==> src/rtl/dlx_fetch.sv <==
// DLX instruction-fetch stage: holds the PC, fetches over a ready handshake,
// and computes the next PC from branch/jump decode once the datapath retires.
module dlx_fetch #(
  parameter logic [31:0] RESET_PC = 32'h0000_0000
) (
  input  logic        clk,
  input  logic        rst,
  output logic        imem_req,
  output logic [31:0] imem_addr,
  input  logic        imem_ready,
  input  logic [31:0] imem_rdata,
  output logic [31:0] inst,
  output logic        inst_valid,
  output logic [31:0] pc,
  output logic [31:0] link_addr,
  input  logic        exec_done,
  input  logic        branch_z,
  input  logic        branch_nz,
  input  logic        jmp,
  input  logic        jmp_r,
  input  logic [31:0] bus_a,
  output logic [31:0] retired,
  output logic        misalign
);

  localparam int unsigned XLEN = 32;

  typedef enum logic {FETCH, HOLD} state_t;

  state_t            state_q, state_d;
  logic [XLEN-1:0]   pc_d, inst_d, retired_d;
  logic              inst_valid_d, misalign_d, imem_req_d;
  logic [XLEN-1:0]   seq_pc, next_pc;
  logic              taken;

  assign imem_addr = pc;
  assign link_addr = pc + XLEN'(4);
  assign seq_pc    = pc + XLEN'(4);

  // Next-PC select; both branch flags high means either condition takes it
  always_comb begin
    taken = (branch_z && (bus_a == '0)) || (branch_nz && (bus_a != '0));
    if (jmp_r)
      next_pc = {bus_a[31:2], 2'b00};
    else if (jmp)
      next_pc = seq_pc + {{6{inst[25]}}, inst[25:0]};
    else if (taken)
      next_pc = seq_pc + {{16{inst[15]}}, inst[15:0]};
    else
      next_pc = seq_pc;
  end

  // FSM next-state and registered-output next values; imem_req gates acceptance
  always_comb begin
    state_d      = state_q;
    pc_d         = pc;
    inst_d       = inst;
    inst_valid_d = inst_valid;
    retired_d    = retired;
    misalign_d   = 1'b0;
    imem_req_d   = imem_req;
    case (state_q)
      FETCH: begin
        if (imem_req && imem_ready) begin
          inst_d       = imem_rdata;
          inst_valid_d = 1'b1;
          imem_req_d   = 1'b0;
          state_d      = HOLD;
        end else begin
          imem_req_d   = 1'b1;
        end
      end
      HOLD: begin
        if (exec_done) begin
          pc_d         = next_pc;
          inst_valid_d = 1'b0;
          retired_d    = retired + XLEN'(1);
          misalign_d   = jmp_r && (bus_a[1:0] != 2'b00);
          imem_req_d   = 1'b1;
          state_d      = FETCH;
        end
      end
      default: begin
        state_d    = FETCH;
        imem_req_d = 1'b0;
      end
    endcase
  end

  always_ff @(posedge clk) begin
    if (rst) begin
      state_q    <= FETCH;
      pc         <= RESET_PC;
      inst       <= '0;
      inst_valid <= 1'b0;
      retired    <= '0;
      misalign   <= 1'b0;
      imem_req   <= 1'b0;
    end else begin
      state_q    <= state_d;
      pc         <= pc_d;
      inst       <= inst_d;
      inst_valid <= inst_valid_d;
      retired    <= retired_d;
      misalign   <= misalign_d;
      imem_req   <= imem_req_d;
    end
  end

endmodule

==> config.mk <==
export PLATFORM = sky130hd
export DESIGN_NAME = dlx_fetch
export DESIGN_NICKNAME = d
export VERILOG_FILES = /design/src/rtl/dlx_fetch.sv
export SDC_FILE = /design/constraint.sdc
export NUM_CORES = 1
export LEC_CHECK = 0
export BUFFER_PORTS_ARGS = -buffer_cell sky130_fd_sc_hd__buf_4
export CAP_MARGIN = 5
export CELL_PAD_IN_SITES_DETAIL_PLACEMENT = 2
export CELL_PAD_IN_SITES_GLOBAL_PLACEMENT = 2
export CORE_MARGIN = 2
export CORE_UTILIZATION = 26
export DETAILED_ROUTE_END_ITERATION = 7
export GPL_ROUTABILITY_DRIVEN = 0
export HOLD_SLACK_MARGIN = 0.12
export PLACE_DENSITY_LB_ADDON = 0.25
export SLEW_MARGIN = 30
export SYNTH_ARGS = -nofsm -noshare
export SYNTH_HDL_FRONTEND = slang
export SYNTH_SLANG_ARGS = --single-unit
==> constraint.sdc <==
create_clock -name clk -period 3.65 [get_ports clk]
set_clock_uncertainty 0.2 [all_clocks]
set_input_delay 0.365 -clock clk [delete_from_list [all_inputs] [get_ports clk]]
set_output_delay 0.365 -clock clk [all_outputs]
set_load 0.01 [all_outputs]
Yosys cells after proc, flatten, opt, wreduce, memory -nomap -nowiden:

Cells that the tools add are included.

* output and inout port bits: 163
* register bits after elaboration: 100

* equality and inequality tests: 2
* reduce and logical (&&, ||, !) cells: 12
* bitwise gates (word level): 2
* add/sub/neg operators: 4
* mux-type cells: 12

Operators with widths (number)
* two-way mux 32 bit: 3
* adder 32 bit: 2
* adder 32 x 1 -> 32 bit, second input constant: 1
* adder 32 x 3 -> 32 bit, second input constant: 1
* logical NOT 32 bit: 1
* nonzero test 32 bit: 1
* two-way mux 1 bit: 6
* one-hot mux 1 bit (2 select lines): 3
* AND reduction 2 bit: 3
* logical AND 1 bit: 4
* != test 2 bit, second input constant: 2
* OR reduction 3 bit: 1
* inverter 1 bit: 2
* nonzero test 2 bit: 1
* logical OR 1 bit: 1

Depth between registers and ports, before layout:

* depth in word-level cells: 6
* mapped depth: 17

Worst setup path after synthesis:

Ideal clock, no wire load.

* path type: reg-to-reg
* start point: register pc[8] (netlist: imem_addr[8])
* end point: register pc[31] (netlist: imem_addr[31])
* path buffers: 2
* required time: 3392 ps
* path slack: -431 ps
* arrival: 3823 ps
* clock period less this slack: 4081 ps
* cell stages (with the launch flop): 18
* cells stage by stage: dfxtp_1 and4_1 and4_1 and4_1 buf_2 nand4_1 xnor2_1 ha_1 clkbuf_1 nand3_1 nor2_1 nand3_1 or4_1 o22ai_1 mux2_2 nor4b_1 mux2i_1 nand2_1

* cells in the longest elaborated chain, start to end: 5
* elaborated cells on any way between the ends: 6
* those cells by class: add/sub: 3; mux: 3

RTL lines
* from (decl): RTL line 14 `output logic [31:0] pc,`
* from (signal assigned): RTL line 101 `pc <= pc_d;`
* adder 32 x 3 -> 32 bit *
* net link_addr[28]: RTL line 15 `output logic [31:0] link_addr,`
* adder 32 bit: RTL line 48 `next_pc = seq_pc + {{16{inst[15]}}, inst[15:0]};`
* two-way mux 32 bit: RTL line 47 `else if (taken)`
* two-way mux 32 bit *: RTL line 45 `else if (jmp)`
* two-way mux 32 bit *: RTL line 43 `if (jmp_r)`

Mark *: on every way through the listed nets, which the timed path passes. The rest lies on a longest branch.
A chain may end at the register's enable or synchronous reset.

Worst setup path in the final report:

* start point: register pc[11] (netlist: imem_addr[11])
* end point: register pc[24] (netlist: imem_addr[24])

* cells in the longest elaborated chain, start to end: 5
* elaborated cells on any way between the ends: 6
* those cells by class: add/sub: 3; mux: 3

RTL lines
* adder 32 x 3 -> 32 bit *: RTL line 38 `assign seq_pc = pc + XLEN'(4);`
* adder 32 bit: RTL line 48
* two-way mux 32 bit: RTL line 47
* two-way mux 32 bit *: RTL line 45
* two-way mux 32 bit *: RTL line 43

Mark *: on every way between the ends. The rest lies on a longest branch, timed or not.

==> impl_metrics.py <==
metrics = {
    "detailed_routing": {
        "vias": 11203,
        "first_iter_violations": 780,
        "routed_wl_mm": 57.4,
        "drc": 0,
        "drt_pass1_iterations": 8,
        "wire_per_inst_um": 30.1,
        "viasPerCell": 5.87,
        "ant_nets": 0,
    },
    "synth": {
        "syn_area_um2": 7920,
        "synth-xor-area-share": 0.0985,
        "synth-simple-area-share": 0.235,
        "ys_seq_elements": 100,
        "synth_compound_area_frac": 0.248,
        "synthesis.nets": 1176,
        "ys_seq_area_frac": 0.253,
        "yosys.area_share.adder": 0.0863,
        "synth_cell_types": 72,
        "syn_inst": 1050,
        "synth-edff-count": 0,
        "synth_top_family_by_area": "compound AO/OA/AOI/OAI gates",
        "synth_async_sr_flop_share": 0,
        "synth_ff_type": "dfxtp_1",
        "avgSynthCellArea_um2": 7.54,
        "yosysWarnings": 0,
        "muxShareOfSynthArea": 0.0155,
    },
    "worst_setup_path": {
        "crit_arrival_ns": 4.42,
        "startpoint_type": "register",
        "crit_chain": "and4_4 -> buf_4 -> nand4_1 -> nor3_2 -> xor2_1 -> buf_4 -> buf_4 -> ha_4 -> and2_4 -> a221o_1 -> buf_4 -> buf_4 -> a211oi_2 -> a21oi_1 -> nor3_1 -> o21ai_1 -> a311oi_1",
        "crit_top_cell": "buf_4",
        "r2r_cells": 17,
        "cp-end-kind": "register",
        "path_max_fanout": 5,
        "max_stage_delay_ns": 0.36,
        "worstSetupPathType": "reg2reg",
        "slowest_stage": "dfxtp_4",
        "required_ns": 3.73,
    },
    "min_path": {
        "min_path_type": "in2reg",
        "whs_path_depth": 3,
    },
    "clock_network": {
        "cts.clk_slew.worst_paths_ns": 0.08,
        "cts-htree-levels": 3,
        "cts_buffers": 9,
        "cts_root_buf": "clkbuf_16",
        "tritoncts": "yes",
        "clk_latency_ns": 0.40,
        "ctsLongestPathBuffers": 2,
        "clock_sinks": 100,
    },
    "grt": {
        "grt_overflow": 0,
        "grtUsageMet1": 0.358,
        "grt_max_degree": 71,
        "grt_pass1_wl_mm": 74.0,
        "grt_usage": 0.308,
        "grt_pass1_vias": 11638,
        "antenna_found_initial": 2,
        "grt.busiest_layer": "met2",
        "use_met2": 0.534,
        "met3_usage": 0.0639,
    },
    "finish": {
        "synthToLayoutAreaGrowth_pct": 74.7,
        "layout_common_cells": "buf_4 (488), nand2_1 (139), a21oi_1 (91)",
        "final_common_cell": "buf_4",
        "finalNonFillerCells": 1907,
        "nets": 1639,
        "antennaDiodeCount": 0,
        "drive_gt1_frac": 0.472,
    },
    "floorplanning": {
        "rows": 63,
        "io_pins": 235,
        "die_area_um2": 31900,
        "start_util": 0.266,
        "dieHeight_um": 178,
        "core-area_um2": 29800,
        "dieWidth_um": 178,
    },
    "sta": {
        "worst_slew_pin_slew_ns": 1.12,
        "worst_slack_ns": -0.699,
        "rsz0062_at_grt": "yes",
        "period_share": 1.19,
        "period_needed_ns": 4.35,
        "slew_viol_final": 0,
        "slew_headroom": 0.250,
        "timing.fmax_mhz": 230,
        "setup_viol": 21,
        "timing_hold_violations_final": 0,
    },
    "status": {
        "status": "complete, but fails checks",
        "violations": "negative setup slack",
    },
    "run": {
        "max-cap-violations": 0,
    },
    "power_and_ir_drop": {
        "total_power_mw": 3.06,
        "p_leak_nw": 6.22,
        "ir_worst_vdd_mv": 0.193,
        "power_density_nw_per_um2": 222,
    },
    "placed_design": {
        "hpwl_mm": 32.9,
        "placed_cells": 1811,
        "numPortBuffers": 234,
    },
}
[state kept, by name, summed over array words and instances, names as in the netlist]
| name | count |
|---|---|
| inst | 32 |
| misalign | 1 |
| imem_addr | 32 |
| inst_valid | 1 |
| imem_req | 1 |
| retired | 32 |
| state_q | 1 |
[cells in the mapped netlist, types with 3 or more instances]
cell type  count  area share
and2_1        11      0.0087
o21a_1         5      0.0047
xnor2_1       41       0.045
nand3_1       29       0.018
nand4_1       31       0.025
dfxtp_1      100        0.25
o31a_1         4      0.0044
a31oi_1       11      0.0087
o211ai_1      23       0.022
nor2_1        78       0.037
a211o_1        5      0.0055
nand2b_1       5      0.0040
buf_4         34       0.032
o41ai_1        4      0.0044
o2111ai_1      4      0.0044
clkbuf_1      52       0.025
nor2b_1        4      0.0032
o21ai_0       49       0.031
a21boi_0       3      0.0028
a221oi_1       4      0.0044
ha_1          53       0.084
or3_1         10      0.0079
a21oi_1      111       0.070
mux2i_1       10       0.013
a21o_1        32       0.030
nand2_1      147       0.070
o31ai_1        4      0.0038
inv_1          9      0.0043
and3_1        22       0.017
nand3b_1       4      0.0038
nor4_1        10      0.0079
a211oi_1      17       0.016
and4_1         7      0.0077
xor2_1        48       0.053
nor3_1        23       0.015
[worst max-delay path: cells and delay by family (launching register included)]
kind	cells	cell delay (ns)
xor gates and xnor gates	1	0.20
buffers and inverters	5	0.73
AOI/OAI and AO/OA	5	1.28
adders and majority gates	1	0.23
and+or+nand+nor	5	1.27
DFF	1	0.36
[per-layer routing]
layer	part of all wire	wire, um
met5	0.00023	13
met3	0.074	4280
met4	0.063	3600
met1	0.38	21800
met2	0.48	27700
[layout make-up]
type | instances | area [um^2]
Clock buffer | 9 | 225
Clock inverter | 6 | 60.1
Fill cell | 3247 | 16000
Inverter | 10 | 37.5
Multi-Input combinational cell | 850 | 6730
Sequential cell | 100 | 2040
Tap cell | 390 | 488
Timing Repair Buffer | 542 | 4250
[report_power, final]
part / switching, mW / total (mW) / internal (mW)
Combinational: 0.474 / 0.850 / 0.376
Clock: 0.575 / 1.05 / 0.478
Sequential: 0.0447 / 1.16 / 1.12
Total: 1.09 / 3.06 / 1.97
[cells by family after synthesis]
kind of cell	Yosys count
AO/OA/AOI/OAI	304
XOR/XNOR	89
adder cells (fa/ha/maj)	54
buffers and inverters	100
flip-flops	100
multiplexers	12
AND/OR/NAND/NOR	391
[per-stage QoR]
stage	TNS (ns)	setup slack [ns]	hold WS, ns	cell area (um^2)	utilization
6_report	-8.39	-0.699	0.111	13800	0.464
2_1_floorplan	-0.155	-0.0641	0.281	8130	-
4_1_cts	-0.989	-0.287	0.124	13000	0.438
3_5_place_dp	-4.95	-0.551	0.253	11600	0.390
3_3_place_gp	-2.95	-0.356	0.244	11600	0.390
5_1_grt	-9.56	-0.665	0.118	13800	0.464
[final timing paths]
kind            startpoint  slack, ns             to
max reg2reg  imem_addr[11]      -0.70  imem_addr[24]
min               bus_a[1]       0.11       misalign
max          imem_addr[11]      -0.70  imem_addr[24]
min reg2reg       inst[30]       0.26       inst[30]
[what timing repair did]
action / in CTS / in global routing
pin swaps: 71 / 77
endpoints found under the hold margin: 33 / 1
buffers inserted: 25 / 27
gates resized for setup: 132 / 106
endpoints found under the setup margin: 19 / 20
hold buffers: 33 / 1
(Power assumes the default switching activity.)
